## src/rtl/axis_text_framer_pkg.sv

```systemverilog
// Shared constants, state encoding for the OLED text framer.
package axis_text_framer_pkg;

  localparam int ROWS = 4;
  localparam int COLS = 16;

  localparam logic [7:0] PAD_CHAR  = 8'h20;
  localparam logic [7:0] SUB_CHAR  = 8'h3F;
  localparam logic [7:0] ASCII_LF  = 8'h0A;
  localparam logic [7:0] ASCII_CR  = 8'h0D;
  localparam logic [7:0] PRINT_MIN = 8'h20;
  localparam logic [7:0] PRINT_MAX = 8'h7E;

  typedef enum logic {
    FILL   = 1'b0,
    COMMIT = 1'b1
  } state_t;

endpackage

```

## src/rtl/axis_text_framer_if.sv

```systemverilog
// AXI4-Stream byte channel carrying text into the framer.
interface axis_text_framer_if;
  logic [7:0] tdata;
  logic       tvalid;
  logic       tready;
  logic       tlast;

  modport master (output tdata, output tvalid, output tlast, input tready);
  modport slave  (input tdata, input tvalid, input tlast, output tready);
endinterface

```

## src/rtl/axis_text_framer.sv

```systemverilog
// Assembles one tlast-terminated AXIS packet into a 4x16 character frame and
// publishes all four rows at once on commit.
module axis_text_framer
  import axis_text_framer_pkg::*;
(
  input  logic                 clk,
  input  logic                 rst,
  axis_text_framer_if.slave    s_axis,
  output logic [COLS*8-1:0]    str1,
  output logic [COLS*8-1:0]    str2,
  output logic [COLS*8-1:0]    str3,
  output logic [COLS*8-1:0]    str4,
  output logic                 frame_valid,
  output logic                 overflow,
  output logic [15:0]          frame_count
);

  // Non-printable bytes become SUB_CHAR so the glyph ROM is never indexed out of range.
  function automatic logic [7:0] sanitize(input logic [7:0] b);
    return (b < PRINT_MIN || b > PRINT_MAX) ? SUB_CHAR : b;
  endfunction

  state_t                          state;
  logic                            tready_q;
  logic [ROWS-1:0][COLS*8-1:0]     staging;
  logic [1:0]                      row;
  logic [4:0]                      col;   // 16 = row complete, wrap pending
  logic                            full;
  logic                            drop;

  logic                            acc;
  logic [7:0]                      ch;
  logic                            wr_en;
  logic [1:0]                      wr_row;
  logic [3:0]                      wr_col;
  logic [1:0]                      nrow;
  logic [4:0]                      ncol;
  logic                            nfull;
  logic                            ndrop;
  logic [ROWS-1:0][COLS-1:0]       lane_we;

  assign s_axis.tready = tready_q;
  assign acc           = s_axis.tvalid & tready_q & (state == FILL);
  assign ch            = sanitize(s_axis.tdata);

  // Cursor update and write address for the byte accepted this cycle.
  always_comb begin
    nrow   = row;
    ncol   = col;
    nfull  = full;
    ndrop  = drop;
    wr_en  = 1'b0;
    wr_row = row;
    wr_col = col[3:0];
    if (acc) begin
      if (s_axis.tdata == ASCII_CR) begin
        // carriage return carries no content
      end else if (s_axis.tdata == ASCII_LF) begin
        if (row != 2'(ROWS-1)) begin
          nrow = row + 2'd1;
          ncol = 5'd0;
        end else begin
          nfull = 1'b1;
        end
      end else if (full || (row == 2'(ROWS-1) && col == 5'(COLS))) begin
        ndrop = 1'b1;
      end else begin
        // a pending wrap is resolved only when a printable byte arrives,
        // so LF right after a full row never leaves a blank row
        if (col == 5'(COLS)) begin
          wr_row = row + 2'd1;
          wr_col = 4'd0;
        end
        wr_en = 1'b1;
        nrow  = wr_row;
        ncol  = {1'b0, wr_col} + 5'd1;
      end
    end
  end

  // One-hot byte-lane enable from {row, col}.
  always_comb begin
    lane_we = '0;
    if (wr_en) lane_we[wr_row][wr_col] = 1'b1;
  end

  // Frame FSM: fill staging in FILL, publish and clear it in the one-cycle COMMIT.
  always_ff @(posedge clk or posedge rst) begin
    if (rst) begin
      state       <= FILL;
      tready_q    <= 1'b0;
      staging     <= {(ROWS*COLS){PAD_CHAR}};
      row         <= 2'd0;
      col         <= 5'd0;
      full        <= 1'b0;
      drop        <= 1'b0;
      str1        <= {COLS{PAD_CHAR}};
      str2        <= {COLS{PAD_CHAR}};
      str3        <= {COLS{PAD_CHAR}};
      str4        <= {COLS{PAD_CHAR}};
      frame_valid <= 1'b0;
      overflow    <= 1'b0;
      frame_count <= 16'd0;
    end else begin
      case (state)
        FILL: begin
          frame_valid <= 1'b0;
          tready_q    <= 1'b1;
          if (acc) begin
            row  <= nrow;
            col  <= ncol;
            full <= nfull;
            drop <= ndrop;
            for (int r = 0; r < ROWS; r++)
              for (int c = 0; c < COLS; c++)
                if (lane_we[r][c]) staging[r][(COLS-1-c)*8 +: 8] <= ch;
            if (s_axis.tlast) begin
              state    <= COMMIT;
              tready_q <= 1'b0;
            end
          end
        end
        COMMIT: begin
          str1        <= staging[0];
          str2        <= staging[1];
          str3        <= staging[2];
          str4        <= staging[3];
          overflow    <= drop;
          frame_count <= frame_count + 16'd1;
          frame_valid <= 1'b1;
          staging     <= {(ROWS*COLS){PAD_CHAR}};
          row         <= 2'd0;
          col         <= 5'd0;
          full        <= 1'b0;
          drop        <= 1'b0;
          tready_q    <= 1'b1;
          state       <= FILL;
        end
        default: state <= FILL;
      endcase
    end
  end

endmodule
```

## src/flat_wrapper.sv

```systemverilog
// flat-port wrapper written by rule: the top's interface ports become plain ports
module axis_text_framer_flat import axis_text_framer_pkg::*;
  (clk, rst, str1, str2, str3, str4, frame_valid, overflow, frame_count, s_axis_tdata, s_axis_tvalid, s_axis_tlast, s_axis_tready);
  axis_text_framer_if s_axis_i ();
  input  logic clk;
  input  logic rst;
  output logic [COLS*8-1:0] str1;
  output logic [COLS*8-1:0] str2;
  output logic [COLS*8-1:0] str3;
  output logic [COLS*8-1:0] str4;
  output logic frame_valid;
  output logic overflow;
  output logic [15:0] frame_count;
  input wire logic [$bits(s_axis_i.tdata)-1:0] s_axis_tdata;
  input wire logic [$bits(s_axis_i.tvalid)-1:0] s_axis_tvalid;
  input wire logic [$bits(s_axis_i.tlast)-1:0] s_axis_tlast;
  output wire logic [$bits(s_axis_i.tready)-1:0] s_axis_tready;
  assign s_axis_i.tdata = s_axis_tdata;
  assign s_axis_i.tvalid = s_axis_tvalid;
  assign s_axis_i.tlast = s_axis_tlast;
  assign s_axis_tready = s_axis_i.tready;
  axis_text_framer u_core (.clk(clk), .rst(rst), .s_axis(s_axis_i), .str1(str1), .str2(str2), .str3(str3), .str4(str4), .frame_valid(frame_valid), .overflow(overflow), .frame_count(frame_count));
endmodule
```

## config.mk

```make
export PLATFORM = sky130hd
export DESIGN_NAME = axis_text_framer_flat
export DESIGN_NICKNAME = d
export VERILOG_FILES = /design/src/rtl/axis_text_framer_pkg.sv /design/src/rtl/axis_text_framer_if.sv /design/src/rtl/axis_text_framer.sv /design/src/flat_wrapper.sv
export SDC_FILE = /design/constraint.sdc
export NUM_CORES = 2
export LEC_CHECK = 0
export CAP_MARGIN = 0
export CELL_PAD_IN_SITES_DETAIL_PLACEMENT = 1
export CELL_PAD_IN_SITES_GLOBAL_PLACEMENT = 1
export CORE_AREA = 2 2 317 319
export CTS_CLUSTER_DIAMETER = 40
export DETAILED_ROUTE_END_ITERATION = 16
export DIE_AREA = 0 0 319 321
export GPL_TIMING_DRIVEN = 0
export MAX_ROUTING_LAYER = met4
export PLACE_DENSITY_LB_ADDON = 0.1
export SLEW_MARGIN = 20
export SYNTH_ARGS = -nofsm -noshare
export SYNTH_HDL_FRONTEND = slang
export SYNTH_SLANG_ARGS = --single-unit
```

## constraint.sdc

```tcl
create_clock -name clk -period 34 [get_ports clk]
set_input_delay 6.8 -clock clk [delete_from_list [all_inputs] [get_ports clk]]
set_output_delay 6.8 -clock clk [all_outputs]
set_load 0.01 [all_outputs]
```

## Yosys cells after proc, flatten, opt, wreduce, memory -nomap -nowiden

Cells that the tools add are included.
W data, S select, Z words.

| cells by class | value |
|---|---|
| mux-type cells | 118 |
| reductions and logical operators | 73 |
| bitwise operators | 3 |
| add/sub/neg operators | 3 |
| $lt $le $gt $ge | 6 |
| equality and inequality tests | 77 |

Operators with widths:

| cell | number |
|---|---|
| $pmux W512 S2 | 1 |
| $mux W8 | 65 |
| $mux W512 | 1 |
| $ne A2 B1 Y1 const B | 65 |
| $reduce_and A2 Y1 | 64 |
| $mux W64 | 1 |
| $mux W4 | 9 |
| $demux W16 S2 | 1 |
| $mux W5 | 5 |
| $mux W2 | 9 |
| $mux W1 | 17 |
| $add A16 B1 Y16 const B | 1 |
| $eq A8 B4 Y1 const B | 2 |
| $mux W16 | 1 |
| $ne A2 B2 Y1 const B | 6 |
| $reduce_and A4 Y1 | 3 |
| $pmux W1 S2 | 5 |
| $pmux W5 S2 | 1 |
| $gt A8 B7 Y1 const B | 1 |
| $lt A8 B6 Y1 const B | 1 |
| $ne A3 B3 Y1 const B | 2 |
| $add A4 B1 Y5 const B | 1 |
| $eq A5 B5 Y1 const B | 1 |
| $lt A4 B5 Y1 const B | 1 |
| other kinds (12) | 16 |

| word-level totals | value |
|---|---|
| register bits after elaboration | 1053 |
| output and inout port bits | 531 |
| input bits | 12 |
| logic and storage cells | 357 |

## Logic depth before layout (Yosys ltp)

| logic depth | value |
|---|---|
| depth after elaboration | 21 |
| mapped depth | 11 |
| gate-level depth less buffers | 8 |

## Worst setup path before layout

Ideal clock, no wire load.

| timing | value |
|---|---|
| kind | input port to flip-flop |
| start point | input s_axis_tdata[0] |
| end point | register u_core.staging[29] (netlist name) |
| slack | 25078 ps |
| stages | 8 |
| data arrival time | 8847 ps |
| cell sequence | and3b_1 -> o211a_1 -> buf_4 -> nor2_1 -> mux2_2 -> buf_6 -> nor3_4 -> mux2i_1 |

| on the way | value |
|---|---|
| longest elaborated chain between the ends | 13 |
| elaborated cells between the ends (all ways) | 31 |
| classes of those cells | 6 x order compare; 3 x eq/ne; 18 x mux; 4 x reduce/logical |

RTL lines:

| item | RTL line | RTL |
|---|---|---|
| start: declaration | flat_wrapper.sv:14 | `input wire logic [$bits(s_axis_i.tdata)-1:0] s_axis_tdata;` |
| $eq A8 B4 Y1 | axis_text_framer.sv:58 | `end else if (s_axis.tdata == ASCII_LF) begin` |
| $mux W4 | axis_text_framer.sv:58 |  |
| $mux W4 | axis_text_framer.sv:56 | `if (s_axis.tdata == ASCII_CR) begin` |
| $mux W4 | axis_text_framer.sv:55 | `if (acc) begin` |
| $lt A4 B5 Y1 (implied by the code) / $ge A4 B1 Y1 (equally long branches) | axis_text_framer.sv:84 | `if (wr_en) lane_we[wr_row][wr_col] = 1'b1;` |
| $logic_and A1 B1 Y1 (implied by the code) | axis_text_framer.sv:84 |  |
| $mux W1 (implied by the code) | axis_text_framer.sv:84 |  |
| $demux W1 S4 | n/a |  |
| $mux W16 (implied by the code) | axis_text_framer.sv:84 |  |
| $demux W16 S2 | n/a |  |
| $mux W64 | axis_text_framer.sv:84 |  |
| $ne A2 B1 Y1 (no line) | n/a |  |
| $reduce_and A2 Y1 (no line) | n/a |  |
| end signal: assignment | axis_text_framer.sv:92 | `staging <= {(ROWS*COLS){PAD_CHAR}};` |
| end signal: indexed assignment | axis_text_framer.sv:116 | `if (lane_we[r][c]) staging[r][(COLS-1-c)*8 +: 8] <= ch;` |
| end signal: assignment | axis_text_framer.sv:131 | `staging <= {(ROWS*COLS){PAD_CHAR}};` |
| end: declaration | axis_text_framer.sv:25 | `logic [ROWS-1:0][COLS*8-1:0] staging;` |

Several ways; a longest one is shown, not always the timed one. The select of a mux whose other input is x is not followed.
A chain may end at the register's enable or synchronous reset.

## Worst setup path after layout

| timing | value |
|---|---|
| start point | input s_axis_tdata[5] |
| end point | register u_core.staging[446] (netlist name) |

The elaborated chain is that of the path after synthesis.

==> run_results.csv <==
group,metric,value,unit
status,status,"completed",
worst_setup_path,timing.rr.start,"u_core.state",
sta,hold_viol,0,
cts,root_buffer,"clkbuf_16",
yosys,synth_ff_type,"dfrtp_1",
worst_setup_path,cp_slowest_cell,"clkbuf_1",
cts,cts.sinks,1053,
cells_and_area,nets,3739,
floorplan,dieHeight,321,um
pwr,cellPowerDensity,62.7,mW/mm2
yosys,ys_ff_latch,1053,
cts,tritoncts,"yes",
min_path,hold_path.class,"flop to flop",
routing,routed_via_density,5.39,
routing,final_antenna_net_count,0,
floorplan,dieArea,0.102,mm2
yosys,syn_inst,2988,
cts,clk_latency,0.75,ns
global_route,grt_overflow_total,0,
yosys,async_flop_share,100,%
sta,rsz0062_at_grt,"no",
yosys,avgSynthCellArea,13.5,um2
routing,drc,0,
routing,drt-wirelength-per-cell,27.1,um
routing,wl,140,mm
worst_setup_path,r2r_end,"u_core.row[1]",
placement,globalplace.congestion,0.900,
pwr,p_leak,24.8,nW
cells_and_area,fill_cells,9750,
cts,path_clk_slew,0.05,ns
worst_setup_path,critPathRequiredTime,34.55,ns
pwr,clkPwrFrac,48.3,%
pwr,peakVddDrop,0.0334,mV
worst_setup_path,critical_path_class,"input pin to flop",
cts,cts-buffers-inserted,153,
routing,drt_iter0_markers,1345,
cts,cts_resized,0,
worst_setup_path,r2r_setup_slack,30.09,ns
worst_setup_path,worst_path_most_repeated_cell,"clkbuf_1",
worst_setup_path,cp-end-kind,"flop",
routing,drt-pass1-iter-count,5,
cells_and_area,syn_to_final_growth,32.7,%
global_route,grt_pass1_wl,206,mm
global_route,antenna_found_initial,10,
pwr,seqPwrFrac,41.2,%
floorplan,row_count,116,
sta,finalSetupTns,0,ns
sta,finalClockSkew,0.0225,ns
yosys,synth_area,0.0404,mm2
pwr,p_sw,865,uW
sta,worst_pin_slew,1.18,ns
sta,slew_headroom,21.1,%
worst_setup_path,worstPathCellList,"clkdlybuf4s50_1, nand4_1, o211ai_1, clkbuf_1, clkbuf_1, clkbuf_1, mux2i_1",
pwr,total_power,3.36,mW
sta,hold_slack,0.436,ns
yosys,synth_nets,3004,
placement,io_buffer_count,541,
cells_and_area,final_common_cell,"dfrtp_1",
flow_run,cap_viol_max_count,0,
sta,period_share,28.1,%
cts,cts_setup_buffers,0,
routing,num_vias,27800,
cells_and_area,drive_gt1_share,25.5,%
min_path,whs_endpoint,"u_core.frame_valid",
sta,fin_crit,9.54,ns
worst_setup_path,slowest_delay,0.75,ns
worst_setup_path,rr_worst_depth,5,
floorplan,io_pins,543,
min_path,holdPathStages,0,
global_route,grt_usage,28.2,%
cells_and_area,utilization,54.0,%
pwr,p_int,2.50,mW
pwr,combPwrFrac,10.5,%
yosys,synth_cell_type_count,53,
cts,cts_hold_buf,0,
global_route,grt_max_degree,38,
worst_setup_path,cp_max_fo,10,
sta,setup_viol,0,
floorplan,initial_core_util,40.7,%
worst_setup_path,cp-start-kind,"input pin",
sta,slew_viol_final,0,
yosys,synth_edf_count,0,
min_path,hold_start,"u_core.state",
floorplan,die_w,319,um
cts,clockBufferDepth,3,
floorplan,core,0.0993,mm2
yosys,ys_seq_area_share,65.6,%
global_route,grt_pass1_vias,30600,
cts,cts_max_level,4,
cells_and_area,layout_common_cells,"925 x dfrtp_1, 541 x clkdlybuf4s50_1, 515 x mux2_2",
placement,dp_hpwl,102,mm
worst_setup_path,cp.arrival,10.09,ns
yosys,yosys_warnings,0,
pwr,switching_share,25.7,%
sta,max_freq,105,MHz
-- cells in the mapped netlist, types with 2 or more instances --
| library cell | number | area, um2 |
|---|---|---|
| xor2_1 | 4 | 35.0 |
| dfstp_2 | 128 | 3360 |
| xnor2_1 | 14 | 123 |
| dfrtp_1 | 925 | 23100 |
| buf_1 | 12 | 45.0 |
| nor4bb_1 | 2 | 20.0 |
| nand4_1 | 20 | 125 |
| mux2_2 | 515 | 5800 |
| o211ai_1 | 28 | 210 |
| ha_1 | 4 | 50.1 |
| nor2_4 | 5 | 56.3 |
| o21ai_1 | 5 | 25.0 |
| nand3_1 | 205 | 1030 |
| nor4_4 | 2 | 42.5 |
| o21bai_1 | 2 | 15.0 |
| nor3b_1 | 13 | 97.6 |
| a31o_2 | 6 | 52.6 |
| mux2i_1 | 206 | 2060 |
| clkbuf_1 | 184 | 691 |
| a22o_1 | 2 | 17.5 |
| nand2b_1 | 2 | 12.5 |
| o311ai_0 | 2 | 17.5 |
| o21ai_0 | 273 | 1370 |
| and2_1 | 4 | 25.0 |
| a211oi_1 | 3 | 22.5 |
| nand2_1 | 238 | 893 |
| a2111oi_2 | 2 | 30.0 |
| a21oi_1 | 10 | 50.1 |
| or2_2 | 2 | 12.5 |
| nor3_1 | 15 | 75.1 |
| and3_1 | 52 | 325 |
| and3b_1 | 2 | 17.5 |
| nor2_1 | 63 | 236 |
| nor2b_1 | 2 | 12.5 |
| a31oi_1 | 4 | 25.0 |
| inv_1 | 7 | 26.3 |
| nand4bb_1 | 2 | 22.5 |
| buf_2 | 5 | 25.0 |
| nor3_4 | 4 | 65.1 |
-- flip-flops by register name (all words and copies together) (netlist names) --
register,count
u_core.drop,1
u_core.overflow,1
u_core.s_axis.tready,1
u_core.staging,512
u_core.str3,128
u_core.str2,128
u_core.row,2
u_core.state,1
u_core.str1,128
u_core.full,1
u_core.frame_valid,1
u_core.str4,128
u_core.frame_count,16
u_core.col,5
-- kinds of logic (layout without fill, tap and decap cells) --
logic type                 after synthesis  in the layout  synth area share, %
adders and majority gates                4              4                0.124
other                                    0              7                    0
muxes                                  721            721                 19.5
buffers and inverters                  210           1072                 1.99
DFF                                   1053           1053                 65.6
AOI/OAI and AO/OA                      343            343                 4.70
and+or+nand+nor                        639            639                 7.70
xor gates and xnor gates                18             18                0.390
-- final cells by class --
cell class                      instances  area (um2)  share of cell area (%)
Sequential cell                      1053       26500                    49.5
Multi-Input combinational cell       1725       13100                    24.5
Timing Repair Buffer                  580        6210                    11.6
Clock buffer                          199        4270                    7.96
Tap cell                             1298        1620                    3.03
Clock inverter                         83        1050                    1.96
Buffer                                203         786                    1.47
Inverter                                7        30.0                  0.0560
Antenna cell                            7        17.5                  0.0327
-- critical path, delay by kind of cell --
family / cells / cell delay (ns)
and+or+nand+nor: 1 / 0.12
AOI/OAI and AO/OA: 1 / 0.31
muxes: 1 / 0.24
buffers and inverters: 4 / 2.62
-- how the worst max path moves through the flow --
stage | endpoint | from | slack [ns] | depth (start not counted)
after floorplan | u_core.col[0] | rst | 12.78 | 1
after global placement | u_core.staging[344] | rst | 7.39 | 2
after detailed placement | u_core.staging[446] | s_axis_tdata[5] | 23.74 | 7
after CTS | u_core.staging[446] | s_axis_tdata[5] | 24.45 | 7
after global routing | u_core.staging[352] | s_axis_tdata[1] | 24.32 | 9
final | u_core.staging[446] | s_axis_tdata[5] | 24.46 | 7
-- per-layer routing --
| metal | vias to the layer above | GRT usage (%) | part of all wire (%) | wire, um |
|---|---|---|---|---|
| met5 | - | - | 0 | 0 |
| met4 | 0 | 8.69 | 2.8 | 3890 |
| met3 | 196 | 6.70 | 5.7 | 7950 |
| met2 | 751 | 47.3 | 51 | 70700 |
| met1 | 14800 | 33.7 | 41 | 57400 |
| li1 | 12000 | - | - | - |
-- power by group through the flow --
stage | registers, mW | clock network [mW] | logic, mW
final | 1.39 | 1.62 | 0.352
after global routing | 1.39 | 1.71 | 0.376
after CTS | 1.39 | 1.65 | 0.357
after detailed placement | 1.41 | 0 | 0.354
after global placement | 1.41 | 0 | 0.332
after floorplan | 1.40 | 0 | 0.153
-- metrics by stage --
stage / area, um2 / cells / worst slack, ns
final: 53600 / 5155 / 24.46
after global routing: 53600 / 5153 / 24.32
after CTS: 53600 / 5148 / 24.45
after detailed placement: 48300 / 4866 / 23.74
after global placement: 47400 / 4827 / 7.39
after floorplan: 40400 / 2988 / 12.78
Note: power is estimated with default switching activity, not from simulation.
